## src/rtl/iob_fifo2p_asym.sv

```systemverilog
// Asymmetric-width synchronous FIFO controller driving an external split-bank
// two-port RAM. It keeps pointers, occupancy and flags in MINDATA_W units.
// The lowest-addressed unit sits in the LSBs of the wide word.
module iob_fifo2p_asym #(
  parameter int W_DATA_W = 32,
  parameter int R_DATA_W = 8,
  parameter int ADDR_W   = 10,
  localparam int MAXDATA_W = (W_DATA_W > R_DATA_W) ? W_DATA_W : R_DATA_W,
  localparam int MINDATA_W = (W_DATA_W > R_DATA_W) ? R_DATA_W : W_DATA_W,
  localparam int N         = MAXDATA_W / MINDATA_W,
  localparam int MINADDR_W = ADDR_W - $clog2(N),
  localparam int W_RATIO   = W_DATA_W / MINDATA_W,
  localparam int R_RATIO   = R_DATA_W / MINDATA_W
) (
  input  logic                      ap_clk,
  input  logic                      areset,
  input  logic                      w_en,
  input  logic [W_DATA_W-1:0]       w_data,
  output logic                      w_full,
  output logic                      w_err,
  input  logic                      r_en,
  output logic [R_DATA_W-1:0]       r_data,
  output logic                      r_valid,
  output logic                      r_empty,
  output logic                      r_err,
  output logic [ADDR_W:0]           level,
  output logic [N-1:0]              ext_mem_w_en,
  output logic [MINADDR_W*N-1:0]    ext_mem_w_addr,
  output logic [MINDATA_W*N-1:0]    ext_mem_w_data,
  output logic                      ext_mem_r_en,
  output logic [MINADDR_W*N-1:0]    ext_mem_r_addr,
  input  logic [MINDATA_W*N-1:0]    ext_mem_r_data
);

  localparam int LOG2N = $clog2(N);
  localparam logic [ADDR_W:0] W_STEP   = (ADDR_W+1)'(W_RATIO);
  localparam logic [ADDR_W:0] R_STEP   = (ADDR_W+1)'(R_RATIO);
  localparam logic [ADDR_W:0] FULL_THR = (ADDR_W+1)'((1 << ADDR_W) - W_RATIO);

  logic [ADDR_W:0]     wptr, rptr;
  logic [ADDR_W:0]     wptr_nxt, rptr_nxt, level_nxt;
  logic                w_acc, r_acc;
  logic                r_valid_q;
  logic [R_DATA_W-1:0] r_word;

  // Requests are ignored while reset is held so the RAM sees no access.
  assign w_acc = w_en & ~w_full & ~areset;
  assign r_acc = r_en & ~r_empty & ~areset;

  assign ext_mem_r_en = r_acc;

  // A read in flight when reset arrives must never surface as r_valid.
  assign r_valid = r_valid_q & ~areset;
  assign r_data  = r_valid ? r_word : '0;

  // Next pointer values and the occupancy they imply.
  always_comb begin
    wptr_nxt  = w_acc ? wptr + W_STEP : wptr;
    rptr_nxt  = r_acc ? rptr + R_STEP : rptr;
    level_nxt = wptr_nxt - rptr_nxt;
  end

  // Pointer, occupancy, flag and error-pulse registers.
  always_ff @(posedge ap_clk) begin
    if (areset) begin
      wptr      <= '0;
      rptr      <= '0;
      level     <= '0;
      w_full    <= 1'b0;
      r_empty   <= 1'b1;
      w_err     <= 1'b0;
      r_err     <= 1'b0;
      r_valid_q <= 1'b0;
    end else begin
      wptr      <= wptr_nxt;
      rptr      <= rptr_nxt;
      level     <= level_nxt;
      w_full    <= level_nxt > FULL_THR;
      r_empty   <= level_nxt < R_STEP;
      w_err     <= w_en & w_full;
      r_err     <= r_en & r_empty;
      r_valid_q <= r_acc;
    end
  end

  if (W_DATA_W > R_DATA_W) begin : g_wide_write
    logic [LOG2N-1:0] r_sel;

    // Bank holding the requested narrow unit, captured with the read request.
    always_ff @(posedge ap_clk) begin
      if (areset) begin
        r_sel <= '0;
      end else if (r_acc) begin
        r_sel <= rptr[LOG2N-1:0];
      end
    end

    // Full-width writes hit every bank; reads fetch a row and pick one lane.
    always_comb begin
      ext_mem_w_en   = {N{w_acc}};
      ext_mem_w_data = w_data;
      ext_mem_w_addr = '0;
      ext_mem_r_addr = '0;
      for (int unsigned i = 0; i < N; i++) begin
        ext_mem_w_addr[i*MINADDR_W +: MINADDR_W] = wptr[ADDR_W-1:LOG2N];
        ext_mem_r_addr[i*MINADDR_W +: MINADDR_W] = rptr[ADDR_W-1:LOG2N];
      end
      r_word = ext_mem_r_data[r_sel*MINDATA_W +: MINDATA_W];
    end
  end else if (W_DATA_W < R_DATA_W) begin : g_wide_read
    // Narrow writes go to one bank by pointer LSBs; reads gather all banks.
    always_comb begin
      ext_mem_w_en   = {{(N-1){1'b0}}, w_acc} << wptr[LOG2N-1:0];
      ext_mem_w_data = {N{w_data}};
      ext_mem_w_addr = '0;
      ext_mem_r_addr = '0;
      for (int unsigned i = 0; i < N; i++) begin
        ext_mem_w_addr[i*MINADDR_W +: MINADDR_W] = wptr[ADDR_W-1:LOG2N];
        ext_mem_r_addr[i*MINADDR_W +: MINADDR_W] = rptr[ADDR_W-1:LOG2N];
      end
      r_word = ext_mem_r_data;
    end
  end else begin : g_equal
    // Single bank, straight-through mapping.
    always_comb begin
      ext_mem_w_en   = w_acc;
      ext_mem_w_data = w_data;
      ext_mem_w_addr = wptr[ADDR_W-1:0];
      ext_mem_r_addr = rptr[ADDR_W-1:0];
      r_word         = ext_mem_r_data;
    end
  end

endmodule
```

## config.mk

```make
export PLATFORM = sky130hd
export DESIGN_NAME = iob_fifo2p_asym
export DESIGN_NICKNAME = d
export VERILOG_FILES = /design/src/rtl/iob_fifo2p_asym.sv
export SDC_FILE = /design/constraint.sdc
export NUM_CORES = 1
export LEC_CHECK = 0
export CAP_MARGIN = 20
export CORE_ASPECT_RATIO = 1.5
export CORE_MARGIN = 4
export CORE_UTILIZATION = 40
export DETAILED_ROUTE_END_ITERATION = 12
export PLACE_DENSITY_LB_ADDON = 0.08
export SLEW_MARGIN = 30
export SYNTH_ARGS = -nofsm -noshare
export SYNTH_HDL_FRONTEND = slang
export SYNTH_SLANG_ARGS = --single-unit
export TNS_END_PERCENT = 50
```

## constraint.sdc

```tcl
create_clock -name ap_clk -period 5.6 [get_ports ap_clk]
set_clock_uncertainty 0.15 [all_clocks]
set_input_delay 1.12 -clock ap_clk [delete_from_list [all_inputs] [get_ports ap_clk]]
set_output_delay 1.12 -clock ap_clk [all_outputs]
set_load 0.01 [all_outputs]
```

; ---- Yosys cells after proc, flatten, opt, wreduce, memory -nomap -nowiden
; Cells that the tools add are included.
[word_totals]
reg_bits = 40
latchBits = 0
ramBits = 0
mem_bits_ro = 0
input_bits = 68
word_cells = 28
n_memories = 0
[classes]
addsub = 3
multipliers = 0
n_div = 0
n_lt_le_gt_ge = 2
n_eq_ne = 0
n_shift = 1
n_mux = 3
bitwise_logic = 10
n_reduce_logical = 0
[op_table]
columns = operator, n
row1 = 32-bit by 6-bit variable part select with 8-bit output, 1
row2 = 11-bit two-way mux, 2
row3 = 11-bit by 1-bit adder with 11-bit output (second input constant), 1
row4 = 11-bit by 3-bit adder with 11-bit output (second input constant), 1
row5 = 11-bit by 10-bit > comparator with 1-bit output (second input constant), 1
row6 = 11-bit by 1-bit less-than comparator with 1-bit output (second input constant), 1
row7 = 11-bit subtractor, 1
row8 = 8-bit two-way mux, 1
row9 = 1-bit AND, 7
row10 = 1-bit inverter, 3

; ---- Depth between registers and ports, before layout
[depth]
depth_word = 6
mapped_depth = 14

; ---- Worst setup path after synthesis
; No wires, ideal clock.
[synth_path]
path_kind = input -> register
startpoint = input areset
endpoint = register r_empty
setup_time_ns = 0.084
t_arrival_ns = 3.750
required_ns = 5.366
path_slack_ns = 1.616
cell_stages = 13
n_path_buf = 1
path_cell_list = clkbuf_1 -> nand4bb_1 -> xor2_1 -> ha_1 -> nor3b_1 -> mux2i_1 -> a311oi_1 -> a2111oi_2 -> a211oi_1 -> o21a_1 -> o21ai_2 -> xnor2_1 -> o31ai_2
[synth_between]
elab_chain_cells = 5
[synth_lines]
columns = element, line
row1 = start: declaration, 16  ; input logic areset,
row2 = 1-bit inverter, "47, 48"
row3 = 1-bit AND (on tied branches), "47, 48"
row4 = 11-bit two-way mux (on tied branches), "58, 59"
row5 = 11-bit subtractor, 60  ; level_nxt = wptr_nxt - rptr_nxt;
row6 = 11-bit by 1-bit less-than comparator with 1-bit output, 79  ; r_empty <= level_nxt < R_STEP;
row7 = end signal: assignment, 79
row8 = end: declaration, 24  ; output logic r_empty,
; Parallel ways exist; a longest one is shown, timed or not.
; A chain may end at the register's enable or synchronous reset.

; ---- Worst setup path in the final report
[layout_path]
startpoint = input areset
endpoint = register r_empty
[layout_between]
elab_chain_cells = 5
[layout_lines]
columns = element, line
row1 = 1-bit inverter, 47  ; assign w_acc = w_en & ~w_full & ~areset;
row2 = 1-bit AND, 47
row3 = 11-bit two-way mux, 58  ; wptr_nxt = w_acc ? wptr + W_STEP : wptr;
row4 = via wptr_nxt[2], 41  ; logic [ADDR_W:0] wptr_nxt, rptr_nxt, level_nxt;
row5 = 11-bit subtractor, 60
row6 = 11-bit by 1-bit less-than comparator with 1-bit output, 79
; The timed path passes the listed nets, and every way through them passes these cells.

==> results_dict.tcl <==
set metrics [dict create \
    reg2reg_slack_ns 1.89 \
    hold_path_class "register to register" \
    setup_viol 0 \
    gr-total-overflow 0 \
    crit_buf_inv 1 \
    syn_area_um2 2990 \
    pwr_density_cell_nw_per_um2 182 \
    max_freq_mhz 218 \
    drt_iter0_drc 90 \
    slew_headroom_pct 60.6 \
    synth_cells 345 \
    final_layout_size_suffix_gt1_share_pct 8.27 \
    first_pass_iters 4 \
    vias 2360 \
    path_cells "clkdlybuf4s50_1, or3b_1, xnor2_1, ha_1, nor3b_1, mux2i_1, a311oi_1, a2111oi_2, a211oi_1, o21a_1, o21ai_2, xnor2_1, o31ai_2" \
    ys_warn_count 0 \
    synth_edf_count 0 \
    grt_max_degree 20 \
    endpoint "r_empty$_SDFF_PP1_" \
    grt_antenna_before_repair 0 \
    cts_max_level 2 \
    fin_crit_sh_pct 81.8 \
    ir_drop_v 0.000130 \
    critical_path_class "input port to register" \
    clock_sinks 37 \
    hold_viol_final 0 \
    clock_path_buffers 2 \
    syn_nets 420 \
    end_kind "register" \
    postCtsSetupRepairBufs 0 \
    async_flop_share_pct 0 \
    ys.flop_type "dfxtp_1" \
    cpPeakStageDelay_ns 0.55 \
    wl_per_cell_um 15.4 \
    cp_max_fo 9 \
    finalCriticalPeriod_ns 4.58 \
    grt_setup_unrepaired "false" \
    clk_pin_slew_ns 0.07 \
    reg2regPathDepth 13 \
    drtAntennaViolNets 0 \
    postCtsHoldBufs 0 \
    die_h_um 114 \
    synthDistinctLibCells 53 \
    grt.total_usage_pct 16.9 \
    start_util_pct 41.1 \
    hpwlAfterDp_um 6050 \
    reg2reg_from "level[0]$_SDFF_PP0_" \
    die_w_um 78.6 \
    timing.rr.end "r_empty$_SDFF_PP1_" \
    grt_pass1_wl_um 11700 \
    status "completed" \
    power_mw 0.675 \
    arrival_ns 4.59 \
    num_antenna_cells 0 \
    cts_tree "built" \
    power.leakage_nw 1.40 \
    cpLargestDelayFamily "compound AO/OA/AOI/OAI gates" \
    route.detailed.drc 0 \
    rows 38 \
    cp.depth 13 \
    cts_root_buf "clkbuf_8" \
    cts-buffers-inserted 5 \
    nets 449 \
    synth_area_per_cell_um2 8.67 \
    io_buffers 128 \
    die_area_um2 8950 \
    wirelength_um 7320 \
    slowest_stage "or3b_1" \
    worstSkewPairLatency_ns 0.30 \
    grt_pass1_vias 2423 \
    crit_top_cell "xnor2_1" \
    cap_violations 0 \
    critPathLaunch "areset" \
    worst_pin_slew_ns 0.590 \
    vias_per_cell 4.97 \
    synth-seq-cells 37 \
    report.final.slew_viol_count 0 \
    coreArea_um2 7270 \
    gp_congestion 0.877 \
    post_cts_resized 0 \
    setup_tns_ns 0 \
    area_growth_pct 24.1 \
    io_pins 193 \
    required_ns 5.61 \
    worstSetupStartpointType "input port" \
    yosysSeqAreaShare_pct 24.8 \
]
## layer usage
metal | track usage [%] | wire (um) | vias to the layer above
met1 | 16.1 | 2610 | 1095
met4 | 7.35 | 174 | 0
li1 | - | - | 1142
met5 | 0 | 0 | -
met3 | 4.90 | 652 | 21
met2 | 32.7 | 3890 | 102
## Yosys cell counts (all sizes together), types with 2 or more instances
cell type    n  area share [%]
o31ai        4             1.2
nor3b        5             1.6
nand2       16             2.0
ha           7             2.9
and3b        2            0.59
o21a         4             1.0
mux2i        4             1.3
xnor2       17             5.0
a21oi        6             1.0
a211oi       5             1.6
nor2        33             4.1
xor2         6             1.8
clkbuf       6            0.75
nand3        8             1.3
or3          2            0.42
dfxtp       37              25
a311oi       2            0.79
and4b        2            0.67
and2         8             1.7
a2111oi      3             1.7
and3        10             2.1
o21ai        3            0.63
nor4         4            0.84
inv         11             1.4
nand4b       2            0.79
nor3         9             1.5
or2          2            0.42
buf        103              26
a21o         2            0.50
nand4bb      2            0.75
nor2b        2            0.42
mux4         8             6.0
nand4        2            0.42
## placed cells by master (no fill, tap or decap), types with 5 or more instances in the layout
master,n
clkdlybuf4s50_1,128
dfxtp_1,37
nor2_1,33
xnor2_1,17
nand2_1,16
inv_1,10
and3_1,10
nor3_1,9
nand3_1,8
mux4_2,8
and2_1,8
ha_1,7
xor2_1,6
a21oi_1,6
clkbuf_8,5
## cells by family after synthesis
kind of cell / Yosys count / share of synthesized area (%)
compound gates: 33 / 9.54
buf+inv: 120 / 27.8
mux: 12 / 7.36
xor+xnor: 23 / 6.74
flops: 37 / 24.8
simple gates: 113 / 20.8
fa+ha+maj: 7 / 2.93
## how the worst min path moves through the flow
stage | cells after the start | to | startpoint | slack (ns)
final | 2 | rptr[10]$_SDFF_PP0_ | rptr[10]$_SDFF_PP0_ | 0.40
after CTS | 2 | rptr[10]$_SDFF_PP0_ | rptr[10]$_SDFF_PP0_ | 0.41
after floorplan | 2 | wptr[10]$_SDFF_PP0_ | wptr[10]$_SDFF_PP0_ | 0.35
after detailed placement | 2 | wptr[10]$_SDFF_PP0_ | wptr[10]$_SDFF_PP0_ | 0.39
after global placement | 2 | rptr[10]$_SDFF_PP0_ | rptr[10]$_SDFF_PP0_ | 0.36
after global routing | 2 | wptr[10]$_SDFF_PP0_ | wptr[10]$_SDFF_PP0_ | 0.45
## stage by stage
| step | hold slack [ns] | std cells | setup slack (ns) | util, % | area [um^2] |
|---|---|---|---|---|---|
| after floorplan | 0.349 | 345 | 1.62 | - | 2990 |
| after global placement | 0.364 | 467 | 0.772 | 49.9 | 3630 |
| after detailed placement | 0.386 | 467 | 0.724 | 49.9 | 3630 |
| after CTS | 0.408 | 475 | 1.03 | 51.0 | 3710 |
| after global routing | 0.449 | 475 | 0.702 | 51.0 | 3710 |
| final | 0.401 | 475 | 1.02 | 51.0 | 3710 |
## power breakdown
group          internal, mW  total (mW)  switching, mW
clock network        0.0863       0.185         0.0991
registers             0.279       0.292         0.0129
logic                 0.111       0.198         0.0865
total                 0.477       0.675          0.198
## area by class of cell
type	count	area, um^2
inverters	11	41.3
fillers	718	3560
multi-input cells	188	1420
well taps	100	125
clock buffers	6	72.6
clock inverters	2	10.0
repair buffers	131	1300
flip-flops and latches	37	741
## sequential cells by signal (all words and copies together), names as in the netlist
signal and flops:
wptr 9, w_full 1, g_wide_write.r_sel 2, w_err 1, r_empty 1, level 11, rptr 10, r_err 1
r_valid_q 1
## worst reg2reg max path: stages, from the launching register on
cell and delay, ns:
dfxtp_1 0.48, ha_1 0.23, nand4bb_1 0.27, xor2_1 0.25, ha_1 0.36, nor3b_1 0.19, mux2i_1 0.13, a311oi_1 0.42
a2111oi_2 0.10, a211oi_1 0.36, o21a_1 0.18, o21ai_2 0.06, xnor2_1 0.27, o31ai_2 0.13
No activity file was read; power rests on OpenSTA's default activity.
==> variant: new RTL, config.mk and constraints unchanged <==
Set the parameter `R_DATA_W` to 16 (it was 8).
--- a/src/rtl/iob_fifo2p_asym.sv
+++ b/src/rtl/iob_fifo2p_asym.sv
@@ -3,7 +3,7 @@
 // The lowest-addressed unit sits in the LSBs of the wide word.
 module iob_fifo2p_asym #(
   parameter int W_DATA_W = 32,
-  parameter int R_DATA_W = 8,
+  parameter int R_DATA_W = 16,
   parameter int ADDR_W   = 10,
   localparam int MAXDATA_W = (W_DATA_W > R_DATA_W) ? W_DATA_W : R_DATA_W,
   localparam int MINDATA_W = (W_DATA_W > R_DATA_W) ? R_DATA_W : W_DATA_W,
Ports: changed (resized ext_mem_r_addr, ext_mem_w_addr, ext_mem_w_en and r_data); port bits go from 193 to 171. No check against the original RTL was run, so the function may have changed too.
==> variant against the original RTL <==
Worst setup slack lost 0.24 ns. Combinational power down 24%. Cell area shrank 9.3%. Synthesized area is 11% lower. Power shrank 4.9%. Sequential cell count stayed put. Non-clock buffer count down 23. Sequential share of layout area up 2.1 points. Routed wire length down 5.3%. Count of clock-buffer cells in the layout rose by 1. Maximum frequency shrank 4.9%. Via count fell by 10%. First-iteration DRC count decreased by 8.9%. Critical endpoint unchanged. Largest cell class unchanged. Highest routed layer unchanged.
==> variant: results (changes against the original RTL) <==
| Metric | Value |
|---|---|
| Run status | complete, no violations (unchanged) |
| Net count reported at finish | 430 (was 449) |
| Number of multi-input logic gates | 191 (was 188) |
| Largest fanout on the critical path | 7 (was 9) |
| Count of different cell masters after synthesis | 48 (was 53) |
| Standard cell with the maximum stage delay on the critical path | sky130_fd_sc_hd__a2111oi_0 (was sky130_fd_sc_hd__or3b_1) |
| List of most frequent post-synthesis cells | 71 x sky130_fd_sc_hd__buf_4, 49 x sky130_fd_sc_hd__nor2_1, 37 x sky130_fd_sc_hd__dfxtp_1 (was 101 x sky130_fd_sc_hd__buf_4, 37 x sky130_fd_sc_hd__dfxtp_1, 33 x sky130_fd_sc_hd__nor2_1) |
| Chip Width | 74.5 um (was 78.6 um) |
| Registers with the most flip-flops | level x11, wptr x10, rptr x9 (was level x11, rptr x10, wptr x9) |
| Share of cell area taken by multi-input logic gates | 39.4% (was 38.2%) |
| Post-synthesis mux area share | 7.58% (was 7.36%) |
| Filler cells | 641 (was 718) |
| Number of non-clock inverters in the layout | 7 (was 11) |
| Adder-cell area share of the yosys netlist | 6.31% (was 2.93%) |
| Start point of the critical path | r_en (was areset) |
| Proportion of synthesized chip area in sequential cells | 27.9% (was 24.8%) |
| First-pass GRT wire length | 10.7 mm (was 11.7 mm) |
| Min Clock Period, post-route | 4.82 ns (was 4.58 ns) |
| Largest stage delay on the critical path | 0.60 ns (was 0.55 ns) |
| Area fraction in compound gates after synthesis | 5.89% (was 9.54%) |
| Area share of xor/xnor cells in the synthesized design | 8.90% (was 6.74%) |
| Largest net degree at the start of global routing | 26 (was 20) |
| Total routing usage reported by global routing | 17.4% (was 16.9%) |
| Routed wire length | 6.93 mm (was 7.32 mm) |
| WL per Instance | 16.2 um (was 15.4 um) |
| Worst vdd ir | 110 uV (was 130 uV) |
| Detail-routed via count per cell | 4.97 (about the same) |
| Number of global-route vias before repair | 2151 (was 2423) |
-- variant: cell count changes in the layout (fill, tap and decap cells not counted), sizes merged, moves of 6 or more --
cell           delta
clkdlybuf4s50    -22
nor2             +16
mux2i            +15
and2              -8
mux4              -8
xor2              +8
nor2b             +7
and3              -6
-- variant: worst max-delay path: cells and delay by family --
kind,cells,cell delay (ns)
XOR/XNOR,2,0.37
buffers and inverters,2,0.66
adder cells (fa/ha/maj),1,0.37
AND/OR/NAND/NOR,4,1.03
AO/OA/AOI/OAI,5,1.30
-- variant: metal layers --
| metal | part of all wire, % | wire (um) | GRT usage, % |
|---|---|---|---|
| met5 | 0 | 0 | 0 |
| met1 | 37 | 2580 | 17.7 |
| met3 | 6.8 | 470 | 3.93 |
| met4 | 3.2 | 224 | 7.38 |
| met2 | 53 | 3660 | 32.6 |
-- variant: power by group --
part	internal [uW]	total [uW]	leakage (uW)	switching [uW]
Sequential	277	286	0.000301	9.48
Clock	111	205	0.0000542	94.0
Combinational	86.5	151	0.000950	64.3
